===== src/rtl/xdma_pkg.sv =====
// Shared definitions for the XDMA C2H stream path: AXIS widths, the arbiter state type and a
// round-robin index helper.
package xdma_pkg;

  localparam int unsigned AXIS_DATA_W = 512;
  localparam int unsigned AXIS_KEEP_W = AXIS_DATA_W / 8;

  typedef enum logic {
    IDLE = 1'b0,
    BUSY = 1'b1
  } arb_state_e;

  // Next index in a ring of n entries, wrapping n-1 -> 0.
  function automatic int unsigned rr_next(input int unsigned idx, input int unsigned n);
    return (idx + 1 >= n) ? 0 : idx + 1;
  endfunction

endpackage


===== src/rtl/axis_skid_buffer.sv =====
// Two-entry AXI-Stream output slice. Every output, including in_ready, comes straight from a
// flop, so downstream backpressure never reaches the requesters combinationally.
module axis_skid_buffer
  import xdma_pkg::*;
#(
  parameter int unsigned DATA_W = AXIS_DATA_W,
  parameter int unsigned ID_W   = 1
) (
  input  logic                clock,
  input  logic                reset_n,
  input  logic [DATA_W-1:0]   in_data,
  input  logic [DATA_W/8-1:0] in_keep,
  input  logic                in_last,
  input  logic [ID_W-1:0]     in_id,
  input  logic                in_valid,
  output logic                in_ready,
  output logic [DATA_W-1:0]   out_data,
  output logic [DATA_W/8-1:0] out_keep,
  output logic                out_last,
  output logic [ID_W-1:0]     out_id,
  output logic                out_valid,
  input  logic                out_ready
);

  localparam int unsigned BEAT_W = DATA_W + DATA_W / 8 + 1 + ID_W;

  logic [BEAT_W-1:0] in_beat;
  logic [BEAT_W-1:0] out_beat_q, out_beat_d;
  logic [BEAT_W-1:0] skid_beat_q, skid_beat_d;
  logic [1:0]        count_q, count_d;
  logic              valid_q, valid_d;
  logic              ready_q, ready_d;
  logic              push, pop;

  assign in_beat = {in_data, in_keep, in_last, in_id};
  assign push    = in_valid && ready_q;
  assign pop     = valid_q && out_ready;

  // out_beat is the head entry, skid_beat the second; the head is what m_axis shows.
  always_comb begin
    count_d     = count_q;
    out_beat_d  = out_beat_q;
    skid_beat_d = skid_beat_q;
    case (count_q)
      2'd0: begin
        if (push) begin
          out_beat_d = in_beat;
          count_d    = 2'd1;
        end
      end
      2'd1: begin
        if (push && pop) begin
          out_beat_d = in_beat;
        end else if (push) begin
          skid_beat_d = in_beat;
          count_d     = 2'd2;
        end else if (pop) begin
          count_d = 2'd0;
        end
      end
      2'd2: begin
        if (pop) begin
          out_beat_d = skid_beat_q;
          count_d    = 2'd1;
        end
      end
      default: count_d = 2'd0;
    endcase
    valid_d = (count_d != 2'd0);
    ready_d = (count_d != 2'd2);
  end

  always_ff @(posedge clock or negedge reset_n) begin
    if (!reset_n) begin
      out_beat_q  <= '0;
      skid_beat_q <= '0;
      count_q     <= 2'd0;
      valid_q     <= 1'b0;
      ready_q     <= 1'b0;
    end else begin
      out_beat_q  <= out_beat_d;
      skid_beat_q <= skid_beat_d;
      count_q     <= count_d;
      valid_q     <= valid_d;
      ready_q     <= ready_d;
    end
  end

  assign {out_data, out_keep, out_last, out_id} = out_beat_q;
  assign out_valid = valid_q;
  assign in_ready  = ready_q;

endmodule


===== src/rtl/xdma_axis_arbiter.sv =====
// Packet-granular round-robin arbiter sharing one XDMA C2H AXI-Stream channel between N_SRC
// packetisers; whole packets are never interleaved and the output is a registered slice.
module xdma_axis_arbiter
  import xdma_pkg::*;
#(
  parameter int unsigned N_SRC  = 2,
  parameter int unsigned DATA_W = AXIS_DATA_W,
  parameter int unsigned ID_W   = 1
) (
  input  logic                      clock,
  input  logic                      reset_n,
  input  logic [N_SRC*DATA_W-1:0]   s_axis_tdata,
  input  logic [N_SRC*DATA_W/8-1:0] s_axis_tkeep,
  input  logic [N_SRC-1:0]          s_axis_tlast,
  input  logic [N_SRC-1:0]          s_axis_tvalid,
  output logic [N_SRC-1:0]          s_axis_tready,
  output logic [DATA_W-1:0]         m_axis_tdata,
  output logic [DATA_W/8-1:0]       m_axis_tkeep,
  output logic                      m_axis_tlast,
  output logic [ID_W-1:0]           m_axis_tid,
  output logic                      m_axis_tvalid,
  input  logic                      m_axis_tready,
  output logic                      busy
);

  localparam int unsigned KEEP_W = DATA_W / 8;
  localparam int unsigned PTR_W  = (N_SRC > 1) ? $clog2(N_SRC) : 1;

  arb_state_e        state_q, state_d;
  logic [PTR_W-1:0]  grant_q, grant_d;
  logic [PTR_W-1:0]  rr_ptr_q, rr_ptr_d;
  logic [PTR_W-1:0]  pick;
  logic              found;
  int unsigned       idx;

  logic              slice_ready;
  logic              beat_valid;
  logic              beat_fire;
  logic [DATA_W-1:0] beat_data;
  logic [KEEP_W-1:0] beat_keep;
  logic              beat_last;

  // Search starts just after the last winner, so that winner has lowest priority.
  always_comb begin
    pick  = rr_ptr_q;
    found = 1'b0;
    idx   = rr_next(32'(rr_ptr_q), N_SRC);
    for (int unsigned k = 0; k < N_SRC; k++) begin
      if (!found && s_axis_tvalid[idx]) begin
        found = 1'b1;
        pick  = PTR_W'(idx);
      end
      idx = rr_next(idx, N_SRC);
    end
  end

  assign beat_data  = s_axis_tdata[32'(grant_q) * DATA_W +: DATA_W];
  assign beat_keep  = s_axis_tkeep[32'(grant_q) * KEEP_W +: KEEP_W];
  assign beat_last  = s_axis_tlast[grant_q];
  assign beat_valid = (state_q == BUSY) && s_axis_tvalid[grant_q];
  assign beat_fire  = beat_valid && slice_ready;

  always_comb begin
    state_d  = state_q;
    grant_d  = grant_q;
    rr_ptr_d = rr_ptr_q;
    unique case (state_q)
      IDLE: begin
        if (found) begin
          grant_d  = pick;
          rr_ptr_d = pick;
          state_d  = BUSY;
        end
      end
      BUSY: begin
        // A source that stalls mid-packet keeps the grant until it delivers tlast.
        if (beat_fire && beat_last) begin
          state_d = IDLE;
        end
      end
      default: state_d = IDLE;
    endcase
  end

  always_ff @(posedge clock or negedge reset_n) begin
    if (!reset_n) begin
      state_q  <= IDLE;
      grant_q  <= '0;
      rr_ptr_q <= PTR_W'(N_SRC - 1);
    end else begin
      state_q  <= state_d;
      grant_q  <= grant_d;
      rr_ptr_q <= rr_ptr_d;
    end
  end

  // Ready is built only from flops (state, grant, slice ready), never from tvalid.
  always_comb begin
    s_axis_tready = '0;
    if (state_q == BUSY) begin
      s_axis_tready[grant_q] = slice_ready;
    end
  end

  assign busy = (state_q == BUSY);

  axis_skid_buffer #(
    .DATA_W (DATA_W),
    .ID_W   (ID_W)
  ) u_slice (
    .clock     (clock),
    .reset_n   (reset_n),
    .in_data   (beat_data),
    .in_keep   (beat_keep),
    .in_last   (beat_last),
    .in_id     (ID_W'(grant_q)),
    .in_valid  (beat_valid),
    .in_ready  (slice_ready),
    .out_data  (m_axis_tdata),
    .out_keep  (m_axis_tkeep),
    .out_last  (m_axis_tlast),
    .out_id    (m_axis_tid),
    .out_valid (m_axis_tvalid),
    .out_ready (m_axis_tready)
  );

endmodule


===== config.mk =====
export PLATFORM = sky130hd
export DESIGN_NAME = xdma_axis_arbiter
export DESIGN_NICKNAME = d
export VERILOG_FILES = /design/src/rtl/xdma_pkg.sv /design/src/rtl/axis_skid_buffer.sv /design/src/rtl/xdma_axis_arbiter.sv
export SDC_FILE = /design/constraint.sdc
export NUM_CORES = 2
export LEC_CHECK = 0
export ABC_AREA = 1
export CELL_PAD_IN_SITES_DETAIL_PLACEMENT = 1
export CELL_PAD_IN_SITES_GLOBAL_PLACEMENT = 1
export CORE_AREA = 2 2 687 689
export CTS_BUF_LIST = sky130_fd_sc_hd__clkbuf_16
export CTS_CLUSTER_DIAMETER = 150
export DETAILED_ROUTE_END_ITERATION = 8
export DIE_AREA = 0 0 689 691
export PLACE_DENSITY_LB_ADDON = 0.08
export SETUP_SLACK_MARGIN = 0.3
export SYNTH_ARGS = -nofsm -noshare
export SYNTH_HDL_FRONTEND = slang
export SYNTH_SLANG_ARGS = --single-unit
export TNS_END_PERCENT = 100

===== constraint.sdc =====
create_clock -name clock -period 2.5 [get_ports clock]
set_input_delay 0.375 -clock clock [delete_from_list [all_inputs] [get_ports clock]]
set_output_delay 0.375 -clock clock [all_outputs]
set_load 0.02 [all_outputs]

==> impl_metrics.ini <==
[outcome]
status = finished clean

[die]
die-area_um2 = 476000
io_pins = 1741
dieHeight_um = 691
start_util_pct = 12.4
core_um2 = 469000
dieWidth_um = 689
rows = 252

[synthesis]
synth-main-ff-cell = dfrtp_1
synth_top_cell_by_area = dfrtp_1
async_flop_share_pct = 100
ys_seq_area_share_pct = 50.0
synth_top_area_share_pct = 49.9
synth.most_common_cell = nand2_1
synth-seq-cells = 1163
synth.distinct_cells = 22
synth_nets = 9321
synth_area_leaders = dfrtp_1 50%, nand2_1 26%, o21ai_0 12%
syn_inst = 8158
synth_area_per_cell_um2 = 7.14
yosys_warnings = 0
synth_edf_count = 0
syn_area_um2 = 58200
synth_common_cells = 4067 x nand2_1, 1453 x o21ai_0, 1162 x dfrtp_1, 588 x inv_1, 283 x o21ai_1

[power]
p_int_w = 0.0764
peakVddDrop_v = 0.000638
pwr-share-seq_pct = 21.6
sw_frac_of_total_pct = 48.9
pwr-share-comb_pct = 62.6
p_clk_share_pct = 15.7
p_switching_w = 0.0731
powerDensity_nw_per_um2 = 1590
p_leak_nw = 44.6

[cells_and_area]
multi_input_area_um2 = 24900
final-instance-count-excl-fill = 16382
final_area_um2 = 94100
seq_area_um2 = 29100
layout-drive-gt1-share_pct = 9.89
fill_cells = 55653
nets = 11177
synthToLayoutAreaGrowth_pct = 61.6

[global_route]
grt-ovfl-total = 0
grt_first_pass_wirelength_um = 546000
grt_max_degree = 93
grt_antenna_before_repair = 149
track_usage_pct = 16.3
grt_pass1_vias = 64500

[clocking]
cts_tree = built
path_clk_slew_ns = 0.06
htreeDepth = 4
clock-root-buffer = clkbuf_16
ctsLongestPathBuffers = 4
cts_made_buffers = 174
clk_latency_ns = 0.87
clock-sinks = 1163

[timing]
fmax_mhz = 428
rsz0062_at_grt = yes
drv_slew = 0
finalCritPeriodShare_pct = 93.5
timing.slew.headroom_pct = 52.8
period_needed_ns = 2.34
finalSetupViolCount = 0
setup_tns_ns = 0
final_hold_viol_count = 0
fin_skew_ns = 0.0550
worst_pin_slew_ns = 0.701

[setup_path]
critPathKind = flop to flop
cp-start-kind = flop
critPathMostFrequentCell = nand2_1
worstPathArrival_ns = 3.13
path_cells = inv_8 > buf_16 > buf_16 > buf_16 > buf_4 > nand2_1 > nand2_1 > nand2_1 > o21ai_0 > nand2_1 > nand2_1
cpPeakStageDelay_ns = 0.52
cp.required_ns = 3.29
slowest_stage = dfrtp_4
crit_path_max_fanout = 39
worstSetupEndpointType = flop

[placement]
io_buffer_count = 1740
place_hpwl_um = 311000
dp.cells = 15934
dpl_cell_area_um2 = 85400
place_congestion = 0.844

[drt]
wl_um = 408000
vias = 61047
drc = 0
drtIter0Drc = 2777
first_pass_iters = 5
detail-route-antenna-nets = 0
wl_per_cell_um = 24.9
viasPerCell = 3.73

[run]
drv_cap = 0

[min_path]
hp-class = primary input to asynchronous set/reset pin
flip-flops by register name (all words and copies together), names as in the netlist:
signal / cells
grant_q: 1
u_slice.skid_beat_q: 578
u_slice.out_beat_q: 578
u_slice.in_ready: 1
busy: 1
u_slice.out_valid: 1
u_slice.count_q: 2
rr_ptr_q: 1
worst paths after layout:
check                                       startpoint                  endpoint  slack (ns)  cells past startpoint
min in group clock                    s_axis_tvalid[1]                  rr_ptr_q        0.19                      3
worst max-delay path                           grant_q   u_slice.out_beat_q[127]        0.16                     11
max in group asynchronous                      reset_n  u_slice.skid_beat_q[274]        1.25                      3
worst min register to register  u_slice.out_beat_q[99]    u_slice.out_beat_q[99]        0.47                      2
worst min-delay path                           reset_n  u_slice.skid_beat_q[568]        0.11                      2
worst max register to register                 grant_q   u_slice.out_beat_q[127]        0.16                     11
cell families after synthesis:
| family | share of synthesized area (%) |
|---|---|
| fa+ha+maj | 0.0860 |
| flops | 50.0 |
| buf+inv | 8.58 |
| simple gates | 26.4 |
| compound gates | 15.0 |
power groups by stage:
stage | Sequential [W] | Combinational [W] | Clock [W]
floorplan | 0.0368 | 0.0344 | 0
global placement | 0.0326 | 0.0818 | 0
detailed placement | 0.0327 | 0.0827 | 0
CTS | 0.0324 | 0.0864 | 0.0248
global route | 0.0334 | 0.104 | 0.0253
finish | 0.0323 | 0.0936 | 0.0235
per-layer routing:
| layer | wire length [um] | global-route usage (%) | vias up |
|---|---|---|---|
| met5 | 596 | 0 | - |
| met4 | 8860 | 3.28 | 88 |
| met3 | 23800 | 4.14 | 506 |
| met2 | 205000 | 29.3 | 1374 |
| met1 | 170000 | 19.3 | 29931 |
| li1 | - | - | 29148 |
area by class of cell:
class                      count  share of cell area, %
clock inverter               127                  0.838
clock buffer                 174                   4.63
timing repair buffer        2257                   26.4
multi-input combinational   5827                   26.4
sequential                  1163                   30.9
tap                         6223                   8.28
inverter                     591                   2.38
antenna                       20                 0.0532
cells in the final DEF (no fill, tap or decap), drive strengths merged, types with 2 or more instances in the layout:
cell	synthesis	final
nand2	4070	4070
o21ai	1736	1736
clkdlybuf4s50	0	1352
dfrtp	1162	1162
inv	591	645
buf	300	473
dlygate4sd2	0	235
clkbuf	277	217
clkdlybuf4s15	0	142
clkinv	0	65
diode	0	20
bufbuf	0	9
bufinv	0	7
nand3	7	7
nor2	6	6
ha	4	4
a21oi	2	2
worst max-delay path, delay by kind of cell, from the launching register on:
kind,cells,cell delay [ns]
buf+inv,5,0.84
simple gates,5,0.56
flops,1,0.52
compound gates,1,0.21
through the flow:
step	utilization [%]	total power, W	hold WS (ns)	setup slack, ns
after global routing	20.0	0.162	0.0746	0.0924
after detailed placement	18.2	0.115	0.381	-0.126
after CTS	19.5	0.144	0.0304	0.0651
after floorplan	-	0.0712	0.0794	0.579
after global placement	18.2	0.114	0.380	-0.138
final	20.0	0.149	0.109	0.162
repair_timing:
action	4_1_cts	5_1_grt
hold buffers	1	0
gates resized for setup	688	426
setup endpoints to repair	977	830
gates cloned	17	52
pin swaps	4	40
buffers inserted	41	16
endpoints found under the hold margin	580	0
Power figures use the tool's default switching activity.
